===== src/rtl/spi_slave_pkg.sv =====
// Shared definitions for the SPI slave core.
// Contents: FSM state enum, slot register addresses, rd_data bit positions
// and the packed mode (ctrl) payload.
package spi_slave_pkg;

  localparam int unsigned DATA_W = 8;
  localparam int unsigned CNT_W  = 3;
  localparam int unsigned ADDR_W = 5;
  localparam int unsigned REG_W  = 32;

  typedef enum logic [0:0] {
    IDLE = 1'b0,
    XFER = 1'b1
  } state_e;

  localparam logic [ADDR_W-1:0] ADDR_TX   = 5'h01;
  localparam logic [ADDR_W-1:0] ADDR_CTRL = 5'h02;
  localparam logic [ADDR_W-1:0] ADDR_CLR  = 5'h03;

  localparam int unsigned RD_RX_VALID_BIT = 8;
  localparam int unsigned RD_OVERRUN_BIT  = 9;
  localparam int unsigned RD_TX_EMPTY_BIT = 10;
  localparam int unsigned RD_BUSY_BIT     = 11;

  // SPI mode as written through the ctrl register: bit1 = cpha, bit0 = cpol
  typedef struct packed {
    logic cpha;
    logic cpol;
  } ctrl_t;

endpackage


===== src/rtl/spi_slave_sync.sv =====
// Synchronizers for the asynchronous SPI pins plus SCLK / SS_n edge pulses.
// Ports:
//   clk, reset_n                 system clock, async active-low reset
//   spi_sclk, spi_ss_n, spi_mosi raw pins from the external master
//   sclk_rise_c, sclk_fall_c     one-cycle pulses on synchronized SCLK edges
//   ss_fall_c, ss_rise_c         one-cycle pulses on synchronized SS_n edges
//   mosi_s                       synchronized MOSI (same latency as SCLK)
module spi_slave_sync #(
  parameter int unsigned SYNC_STAGES = 2
) (
  input  logic clk,
  input  logic reset_n,
  input  logic spi_sclk,
  input  logic spi_ss_n,
  input  logic spi_mosi,
  output logic sclk_rise_c,
  output logic sclk_fall_c,
  output logic ss_fall_c,
  output logic ss_rise_c,
  output logic mosi_s
);

  logic [SYNC_STAGES-1:0] sclk_q;
  logic [SYNC_STAGES-1:0] ss_q;
  logic [SYNC_STAGES-1:0] mosi_q;
  logic                   sclk_prev_q;
  logic                   ss_prev_q;

  // Shift chains; SCLK resets to the mode-0 idle level, SS_n to deselected
  always_ff @(posedge clk or negedge reset_n) begin
    if (!reset_n) begin
      sclk_q      <= '0;
      ss_q        <= '1;
      mosi_q      <= '0;
      sclk_prev_q <= 1'b0;
      ss_prev_q   <= 1'b1;
    end else begin
      sclk_q      <= {sclk_q[SYNC_STAGES-2:0], spi_sclk};
      ss_q        <= {ss_q[SYNC_STAGES-2:0], spi_ss_n};
      mosi_q      <= {mosi_q[SYNC_STAGES-2:0], spi_mosi};
      sclk_prev_q <= sclk_q[SYNC_STAGES-1];
      ss_prev_q   <= ss_q[SYNC_STAGES-1];
    end
  end

  assign sclk_rise_c = sclk_q[SYNC_STAGES-1] & ~sclk_prev_q;
  assign sclk_fall_c = ~sclk_q[SYNC_STAGES-1] & sclk_prev_q;
  assign ss_fall_c   = ~ss_q[SYNC_STAGES-1] & ss_prev_q;
  assign ss_rise_c   = ss_q[SYNC_STAGES-1] & ~ss_prev_q;
  assign mosi_s      = mosi_q[SYNC_STAGES-1];

endmodule


===== src/rtl/spi_slave_core.sv =====
// SPI slave (modes 0..3, MSB first, 8-bit) with a small slot register interface.
// Ports:
//   clk, reset_n           system clock, async active-low reset
//   cs/read/write/reg_addr slot access; writes to 0x01 tx, 0x02 ctrl, 0x03 clear
//   wr_data, rd_data       slot data; rd_data is a status/rx word for any address
//   spi_sclk/ss_n/mosi     pins from the master (asynchronous to clk)
//   spi_miso, spi_miso_oe  serial data to the master and its pad enable
module spi_slave_core
  import spi_slave_pkg::*;
#(
  parameter int unsigned SYNC_STAGES = 2
) (
  input  logic              clk,
  input  logic              reset_n,
  input  logic              cs,
  input  logic              read,
  input  logic              write,
  input  logic [ADDR_W-1:0] reg_addr,
  input  logic [REG_W-1:0]  wr_data,
  output logic [REG_W-1:0]  rd_data,
  input  logic              spi_sclk,
  input  logic              spi_ss_n,
  input  logic              spi_mosi,
  output logic              spi_miso,
  output logic              spi_miso_oe
);

  logic sclk_rise_c, sclk_fall_c, ss_fall_c, ss_rise_c, mosi_s;

  spi_slave_sync #(.SYNC_STAGES(SYNC_STAGES)) u_sync (
    .clk        (clk),
    .reset_n    (reset_n),
    .spi_sclk   (spi_sclk),
    .spi_ss_n   (spi_ss_n),
    .spi_mosi   (spi_mosi),
    .sclk_rise_c(sclk_rise_c),
    .sclk_fall_c(sclk_fall_c),
    .ss_fall_c  (ss_fall_c),
    .ss_rise_c  (ss_rise_c),
    .mosi_s     (mosi_s)
  );

  state_e             state_q, state_d;
  ctrl_t              ctrl_q, ctrl_d;
  ctrl_t              mode_q, mode_d;   // mode frozen at SS_n fall
  logic [DATA_W-1:0]  tx_reg_q, tx_reg_d;
  logic [DATA_W-1:0]  tx_shift_q, tx_shift_d;
  logic [DATA_W-1:0]  rx_shift_q, rx_shift_d;
  logic [DATA_W-1:0]  rx_data_q, rx_data_d;
  logic [CNT_W-1:0]   bit_cnt_q, bit_cnt_d;
  logic               rx_valid_q, rx_valid_d;
  logic               overrun_q, overrun_d;
  logic               tx_empty_q, tx_empty_d;
  logic               miso_q, miso_d;

  logic wr_c, lead_c, trail_c, sample_c, shift_c;
  logic unused_c;

  assign unused_c = ^{read, wr_data[REG_W-1:DATA_W]};

  assign wr_c     = cs & write;
  assign lead_c   = mode_q.cpol ? sclk_fall_c : sclk_rise_c;
  assign trail_c  = mode_q.cpol ? sclk_rise_c : sclk_fall_c;
  assign sample_c = mode_q.cpha ? trail_c : lead_c;
  assign shift_c  = mode_q.cpha ? lead_c : trail_c;

  // State and datapath registers
  always_ff @(posedge clk or negedge reset_n) begin
    if (!reset_n) begin
      state_q    <= IDLE;
      ctrl_q     <= '0;
      mode_q     <= '0;
      tx_reg_q   <= '0;
      tx_shift_q <= '0;
      rx_shift_q <= '0;
      rx_data_q  <= '0;
      bit_cnt_q  <= '0;
      rx_valid_q <= 1'b0;
      overrun_q  <= 1'b0;
      tx_empty_q <= 1'b1;
      miso_q     <= 1'b0;
    end else begin
      state_q    <= state_d;
      ctrl_q     <= ctrl_d;
      mode_q     <= mode_d;
      tx_reg_q   <= tx_reg_d;
      tx_shift_q <= tx_shift_d;
      rx_shift_q <= rx_shift_d;
      rx_data_q  <= rx_data_d;
      bit_cnt_q  <= bit_cnt_d;
      rx_valid_q <= rx_valid_d;
      overrun_q  <= overrun_d;
      tx_empty_q <= tx_empty_d;
      miso_q     <= miso_d;
    end
  end

  // Next-state: flag clears first so that byte-completion sets override them,
  // and tx writes last so a fresh byte is never marked empty by a same-cycle load
  always_comb begin
    state_d    = state_q;
    ctrl_d     = ctrl_q;
    mode_d     = mode_q;
    tx_reg_d   = tx_reg_q;
    tx_shift_d = tx_shift_q;
    rx_shift_d = rx_shift_q;
    rx_data_d  = rx_data_q;
    bit_cnt_d  = bit_cnt_q;
    rx_valid_d = rx_valid_q;
    overrun_d  = overrun_q;
    tx_empty_d = tx_empty_q;
    miso_d     = miso_q;

    if (wr_c && reg_addr == ADDR_CLR) begin
      if (wr_data[0]) rx_valid_d = 1'b0;
      if (wr_data[1]) overrun_d  = 1'b0;
    end
    if (wr_c && reg_addr == ADDR_CTRL) ctrl_d = ctrl_t'(wr_data[1:0]);

    case (state_q)
      IDLE: begin
        miso_d = 1'b0;
        if (ss_fall_c) begin
          state_d    = XFER;
          mode_d     = ctrl_q;
          tx_empty_d = 1'b1;
          bit_cnt_d  = '0;
          // cpha=0 presents bit 7 immediately; the shifter then holds bits 6..0
          if (ctrl_q.cpha) begin
            tx_shift_d = tx_reg_q;
          end else begin
            tx_shift_d = {tx_reg_q[DATA_W-2:0], 1'b0};
            miso_d     = tx_reg_q[DATA_W-1];
          end
        end
      end
      XFER: begin
        if (ss_rise_c) begin
          state_d   = IDLE;
          miso_d    = 1'b0;
          bit_cnt_d = '0;
        end else begin
          if (shift_c) begin
            miso_d     = tx_shift_q[DATA_W-1];
            tx_shift_d = {tx_shift_q[DATA_W-2:0], 1'b0};
          end
          if (sample_c) begin
            rx_shift_d = {rx_shift_q[DATA_W-2:0], mosi_s};
            bit_cnt_d  = bit_cnt_q + CNT_W'(1);
            if (bit_cnt_q == CNT_W'(DATA_W - 1)) begin
              rx_data_d  = {rx_shift_q[DATA_W-2:0], mosi_s};
              rx_valid_d = 1'b1;
              if (rx_valid_q) overrun_d = 1'b1;
              bit_cnt_d  = '0;
              tx_shift_d = tx_reg_q;
              tx_empty_d = 1'b1;
            end
          end
        end
      end
      default: state_d = IDLE;
    endcase

    if (wr_c && reg_addr == ADDR_TX) begin
      tx_reg_d   = wr_data[DATA_W-1:0];
      tx_empty_d = 1'b0;
    end
  end

  // Status word, independent of reg_addr
  always_comb begin
    rd_data                  = '0;
    rd_data[DATA_W-1:0]      = rx_data_q;
    rd_data[RD_RX_VALID_BIT] = rx_valid_q;
    rd_data[RD_OVERRUN_BIT]  = overrun_q;
    rd_data[RD_TX_EMPTY_BIT] = tx_empty_q;
    rd_data[RD_BUSY_BIT]     = (state_q == XFER);
  end

  assign spi_miso    = miso_q;
  assign spi_miso_oe = (state_q == XFER);

endmodule


===== config.mk =====
export PLATFORM = sky130hd
export DESIGN_NAME = spi_slave_core
export DESIGN_NICKNAME = d
export VERILOG_FILES = /design/src/rtl/spi_slave_pkg.sv /design/src/rtl/spi_slave_sync.sv /design/src/rtl/spi_slave_core.sv
export SDC_FILE = /design/constraint.sdc
export NUM_CORES = 1
export LEC_CHECK = 0
export BUFFER_PORTS_ARGS = -buffer_cell sky130_fd_sc_hd__buf_2
export CAP_MARGIN = 15
export CORE_MARGIN = 8
export CORE_UTILIZATION = 40
export CTS_CLUSTER_SIZE = 20
export DETAILED_ROUTE_END_ITERATION = 8
export PLACE_DENSITY = 0.73
export SETUP_SLACK_MARGIN = 0.2
export SLEW_MARGIN = 20
export SYNTH_ARGS = -nofsm -noshare
export SYNTH_HDL_FRONTEND = slang
export SYNTH_SLANG_ARGS = --single-unit
export TNS_END_PERCENT = 100

===== constraint.sdc =====
create_clock -name clk -period 1.9 [get_ports clk]
set_input_delay 0.285 -clock clk [delete_from_list [all_inputs] [get_ports clk]]
set_output_delay 0.285 -clock clk [all_outputs]
set_load 0.005 [all_outputs]

==> out/results.tsv, run 1 <==
metric	value	unit
outcome	finished clean	
Row Count	28	
Routed WL	4847	µm
clock transition at the registers of the reported paths	0.09	ns
critical path, cell by cell	nand2b_1, mux2_4, nor3_4, mux2_2	
vias in the first global route	1629	
Met2 Wirelength	2419	µm
RSZ-0062 raised after global routing	true	
clk sink count	51	
Overflow after GRT	0	
Clock Path Buffers	2	
CTS Buf Count	5	
Starting Density	41.02	%
setup TNS	0	ns
IO buf count	33	
wire per inst	15.59	µm
clock skew	0.009832	ns
largest net degree at the start of global routing	52	
CP endpoint kind	flop	
CP required	2.10	ns
fin crit period	1.725	ns
type of origin of the critical path	flop	
number of routed nets with antenna violations	0	
Max Clock Freq	579.8	MHz
fin. max-slew vios	0	
layout net count	282	
Final Cycle Share	90.77	%
htree depth	2	
Cell Count, Final, Fillers Out	311	
Antenna diodes	0	
Worst path slowest cell	dfrtp_1	
fin util	50.13	%
Seq/Total Area, Yosys	53.39	%
worst slack at placement	0.08451	ns
Metal-1 WL	2032	µm
max incr delay on CP	0.41	ns
antenna violations before repair	0	
Critical Path Fanout Max	5	
die span in x	93.46	µm
worst vdd ir	497.0	µV
Post-Syn Area	2400	µm²
final worst slack	0.1753	ns
met3 routed WL	317	µm
yosys warns	0	
Area growth syn-to-layout	22.21	%
max layer used	met4	
die area	8734	µm²
Die Height	93.46	µm
DP Cell Count	295	
Hold WC Path Type	primary input to flop	
Post-Syn Instances	182	
dominant synthesized flop cell	dfrtp_1	
PD cells	933.7	nW/µm²
Final Setup Violations	0	
layout cell share with drive strength beyond 1	48.31	%
IO Pins	79	
first-pass iteration count of the detailed router	4	
Post-synth ARST share	100.0	%
Max-Cap Viols	0	
library cells used by synthesis	38	
CTS root buf	clkbuf_8	
GRT Total Usage	11.16	%
DRT iter0 DRCs	65	
via density per instance	5.068	
hpwl dp	3339	µm
TritonCTS clock tree	done	
Via Count	1576	
static leakage	1.423	nW
#FFs+latches synth	51	
Hold Vio Cnt, Final	0	
Post-synth EDFFs	0	
Crit Path Class	flop to flop	
GP Congestion	0.7819	
CP arrival	1.92	ns
filler instances	502	
Synth Area per Inst	13.19	µm²
Skew-Pair Late Insertion Delay	0.30	ns
Residual DRC	0	
first-pass GRT wire length	7797	µm
Core ar.	5851	µm²
==> layout make-up <==
| type | instances | area [µm²] | share of cell area (%) |
|---|---|---|---|
| sequential | 51 | 1281 | 43.69 |
| multi-input combinational | 118 | 1057 | 36.05 |
| timing repair buffer | 55 | 370.4 | 12.63 |
| tap | 75 | 93.84 | 3.200 |
| clock buffer | 5 | 68.82 | 2.346 |
| clock inverter | 3 | 46.29 | 1.578 |
| inverter | 4 | 15.01 | 0.5119 |
==> routing by layer <==
| layer | vias to the layer above | track usage, % |
|---|---|---|
| met5 | - | 0 |
| met4 | 0 | 4.027 |
| met3 | 7 | 3.285 |
| met2 | 47 | 18.33 |
| met1 | 780 | 13.53 |
| li1 | 742 | - |
==> stage by stage <==
stage | area (µm²) | hold WS, ns | total power [mW]
after CTS | 2821 | 0.06984 | 2.666
after global routing | 2933 | 0.06037 | 2.883
after detailed placement | 2661 | 0.2948 | 1.873
after floorplan | 2475 | -0.01059 | 1.709
after global placement | 2661 | 0.2938 | 1.848
final | 2933 | 0.07946 | 2.739
==> layout by cell type, fill, tap and decap left out, drive strengths merged, types with 5 or more instances in the layout <==
cell type  instances
buf               54
dfrtp             47
mux2              33
conb              20
a221o              7
a21oi              7
a32o               6
clkbuf             5
inv                5
==> state kept, by name, summed over array words and instances (netlist names), 3 cells and up <==
| register | count |
|---|---|
| tx_shift_q | 8 |
| rx_shift_q | 7 |
| tx_reg_q | 8 |
| bit_cnt_q | 3 |
| rx_data_q | 8 |
==> where the power goes <==
| group | switching (mW) | leakage, nW | internal (mW) |
|---|---|---|---|
| Clock | 0.372 | 0.0548 | 0.397 |
| Combinational | 0.248 | 0.706 | 0.344 |
| Sequential | 0.133 | 0.662 | 1.25 |
| Total | 0.752 | 1.42 | 1.99 |
==> final timing paths <==
kind,from,endpoint,slack (ns),depth (start not counted)
min in group asynchronous,reset_n,rx_data_q[6]$_DFFE_PN0P_,0.48,3
worst min register to register,u_sync.mosi_q[0]$_DFF_PN0_,u_sync.mosi_q[1]$_DFF_PN0_,0.36,0
worst max-delay path,u_sync.sclk_q[1]$_DFF_PN0_,rx_data_q[3]$_DFFE_PN0P_,0.18,4
worst max register to register,u_sync.sclk_q[1]$_DFF_PN0_,rx_data_q[3]$_DFFE_PN0P_,0.18,4
max in group asynchronous,reset_n,u_sync.ss_q[0]$_DFF_PN1_,1.12,3
worst min-delay path,spi_ss_n,u_sync.ss_q[0]$_DFF_PN1_,0.08,1
==> logic make-up (layout without fill, tap and decap cells) <==
| kind of cell | count (synthesis) | after routing | share of synthesized area [%] |
|---|---|---|---|
| fa+ha+maj | 2 | 2 | 1.043 |
| buf+inv | 32 | 67 | 8.915 |
| other cells | 1 | 20 | 0.1563 |
| simple gates | 27 | 27 | 7.769 |
| compound gates | 33 | 33 | 11.57 |
| xor+xnor | 1 | 1 | 0.6780 |
| mux | 35 | 35 | 16.48 |
| flops | 51 | 51 | 53.39 |
==> timing repair <==
item                                    4_1_cts  5_1_grt
endpoints found under the setup margin       22       25
endpoints found under the hold margin        47        0
pin swaps                                     1        3
resized for setup                             4       13
hold buffers                                  1        0
setup buffers                                 3        4
==> cell usage after synthesis (2+ instances only) <==
| cell type | instances | share of area, % |
|---|---|---|
| a21oi_1 | 7 | 1.5 |
| a221o_1 | 7 | 2.9 |
| a22o_1 | 2 | 0.73 |
| a32o_1 | 6 | 2.5 |
| buf_4 | 25 | 7.8 |
| clkbuf_1 | 3 | 0.47 |
| dfrtp_1 | 47 | 49 |
| dfstp_2 | 4 | 4.4 |
| ha_1 | 2 | 1.0 |
| inv_1 | 4 | 0.63 |
| mux2_2 | 32 | 15 |
| mux2i_1 | 2 | 0.83 |
| nand2_1 | 4 | 0.63 |
| nand2b_1 | 4 | 1.0 |
| nand3_1 | 4 | 0.83 |
| nand4_1 | 2 | 0.52 |
| nor2_1 | 3 | 0.47 |
| nor4b_1 | 2 | 0.73 |
| o211ai_1 | 3 | 0.94 |
==> worst max-delay path, delay by kind of cell (launching register included) <==
kind | cells | cell delay (ns)
muxes | 2 | 0.72
DFF | 1 | 0.41
and+or+nand+nor | 2 | 0.49
No activity file was read; power rests on OpenSTA's default activity.
==> inputs of run 2 (changes only) <==
--- a/config.mk
+++ b/config.mk
@@ -11,7 +11,7 @@
 export CORE_UTILIZATION = 40
 export CTS_CLUSTER_SIZE = 20
 export DETAILED_ROUTE_END_ITERATION = 8
-export PLACE_DENSITY = 0.73
+export PLACE_DENSITY = 0.68
 export SETUP_SLACK_MARGIN = 0.2
 export SLEW_MARGIN = 20
 export SYNTH_ARGS = -nofsm -noshare
==> out/results.tsv, run 2 (synthesis results as in run 1) <==
metric	value	unit	change
Via Count	1552		-1.5%
Die Height	93.46	µm	unchanged
total chip power	2.615	mW	-4.5%
setup TNS	0	ns	unchanged
DRT iter0 DRCs	60		-7.7%
clk sink count	51		unchanged
worst slack at placement	0.1026	ns	+0.01808 ns
Antenna diodes	0		unchanged
CP Buf/Inv Count	1		+1
antenna violations before repair	0		unchanged
logic gate share of total power	19.4	%	-2.2 points
max incr delay on CP	0.43	ns	+0.02 ns
CP arrival	1.92	ns	about the same
worst vdd ir	641.6	µV	+29%
Residual DRC	0		unchanged
via density per instance	5.023		-0.89%
first-pass iteration count of the detailed router	4		unchanged
Crit path depth	5		+1
CTS root buf	clkbuf_8		
Area growth syn-to-layout	19.66	%	
Final Cycle Share	91.05	%	+0.27 points
Worst Hold Depth	1		unchanged
Hold Vio Cnt, Final	0		unchanged
CP endpoint kind	flop		
die area	8734	µm²	unchanged
switch share	26.11	%	-1.3 points
Seq pwr share	52.8	%	+2.5 points
Hold WC Path Type	primary input to flop		
Core ar.	5851	µm²	unchanged
layout cell share with drive strength beyond 1	46.58	%	-1.7 points
Starting Density	41.02	%	unchanged
layout net count	280		-0.71%
fin. max-slew vios	0		unchanged
GRT Total Usage	10.59	%	-0.58 points
clock skew	0.005516	ns	-0.004316 ns
largest net degree at the start of global routing	52		unchanged
Final Setup Violations	0		unchanged
outcome	finished clean		
Crit Path Class	flop to flop		
biggest registers after layout	rx_data_q x8, tx_reg_q x8, tx_shift_q x8		
number of routed nets with antenna violations	0		unchanged
hpwl dp	3276	µm	-1.9%
final worst slack	0.1701	ns	-0.005198 ns
Routed WL	4668	µm	-3.7%
htree depth	2		unchanged
CP required	2.09	ns	about the same
fin crit period	1.730	ns	+0.005198 ns
Max-Cap Viols	0		unchanged
Clock Path Buffers	2		unchanged
clock share of power	27.9	%	-0.2 points
Skew-Pair Late Insertion Delay	0.29	ns	about the same
most frequent cells in the layout	dfrtp_1, buf_2, mux2_2		
Critical Path Fanout Max	5		unchanged
static leakage	1.406	nW	-1.2%
RSZ-0062 raised after global routing	true		
die span in x	93.46	µm	unchanged
Psw	0.6828	mW	-9.2%
IO Pins	79		unchanged
GP Congestion	0.7126		-8.9%
Max Clock Freq	578.1	MHz	-0.30%
type of origin of the critical path	flop		
Overflow after GRT	0		unchanged
vias in the first global route	1507		-7.5%
delay-heaviest family, CP	multiplexers		
first-pass GRT wire length	7486	µm	-4.0%
IO buf count	33		unchanged
clock transition at the registers of the reported paths	0.09	ns	about the same
most used cell, CP	mux2_4		
TritonCTS clock tree	done		
Row Count	28		unchanged
Worst path slowest cell	dfrtp_1		
wire per inst	15.11	µm	-3.1%
CTS Buf Count	5		unchanged
Int Power	1.932	mW	-2.7%
critical path, cell by cell	xnor2_2, mux2_4, nor3_4, buf_6, mux2_4		
commonest non-fill, non-tap cell in the layout	dfrtp_1		
R2R depth	5		+1
PD cells	910.7	nW/µm²	-2.5%
## run 2: routing by layer
metal / global-route usage, % / vias up / wire length [µm]
met5: 0 / - / 0
met4: 2.819 / 0 / 43
met3: 3.686 / 4 / 329
li1: - / 735 / -
met1: 13.24 / 767 / 2060
met2: 16.92 / 46 / 2234
## run 2: final cells by class
class,count,area [µm²]
flip-flops and latches,51,1281
clock inverters,1,30.03
multi-input cells,118,1022
inverters,4,17.52
fillers,516,2979
repair buffers,53,350.3
well taps,75,93.84
clock buffers,7,76.32
## run 2: per-stage QoR
stage	hold slack (ns)	area (µm²)	util (%)	cells
floorplan	-0.01059	2475	-	201
global placement	0.2938	2661	45.49	295
detailed placement	0.2974	2661	45.49	295
CTS	0.07199	2793	47.73	306
global route	0.06433	2872	49.08	309
finish	0.08048	2872	49.08	309
## run 2: power by group through the flow
stage | clock [mW] | combinational [mW] | sequential [mW]
after floorplan | 0 | 0.365 | 1.34
after global placement | 0 | 0.456 | 1.39
after detailed placement | 0 | 0.468 | 1.39
after CTS | 0.752 | 0.486 | 1.37
final | 0.729 | 0.506 | 1.38
after global routing | 0.805 | 0.552 | 1.40
## run 2: path summary, 6_finish.rpt
kind	startpoint	to	slack, ns
max in group asynchronous	reset_n	u_sync.ss_q[0]$_DFF_PN1_	1.11
hold reg to reg	u_sync.mosi_q[0]$_DFF_PN0_	u_sync.mosi_q[1]$_DFF_PN0_	0.36
setup / recovery	mode_q[0]$_DFFE_PN0P_	rx_data_q[4]$_DFFE_PN0P_	0.17
min in group asynchronous	reset_n	rx_valid_q$_DFF_PN0_	0.50
hold / removal	spi_ss_n	u_sync.ss_q[0]$_DFF_PN1_	0.08
setup reg to reg	mode_q[0]$_DFFE_PN0P_	rx_data_q[4]$_DFFE_PN0P_	0.17
## run 2: timing repair
item	4_1_cts	5_1_grt
pin swaps	0	2
hold buffers	1	0
hold endpoints to repair	47	0
gates resized for setup	1	13
setup endpoints to repair	16	25
buffers inserted	2	3
## run 2: worst register-to-register path, delay by kind of cell (launching register included)
family                 cells  cell delay (ns)
flip-flops                 1             0.43
XOR/XNOR                   1             0.22
multiplexers               2             0.66
AND/OR/NAND/NOR            1             0.17
buffers and inverters      1             0.15
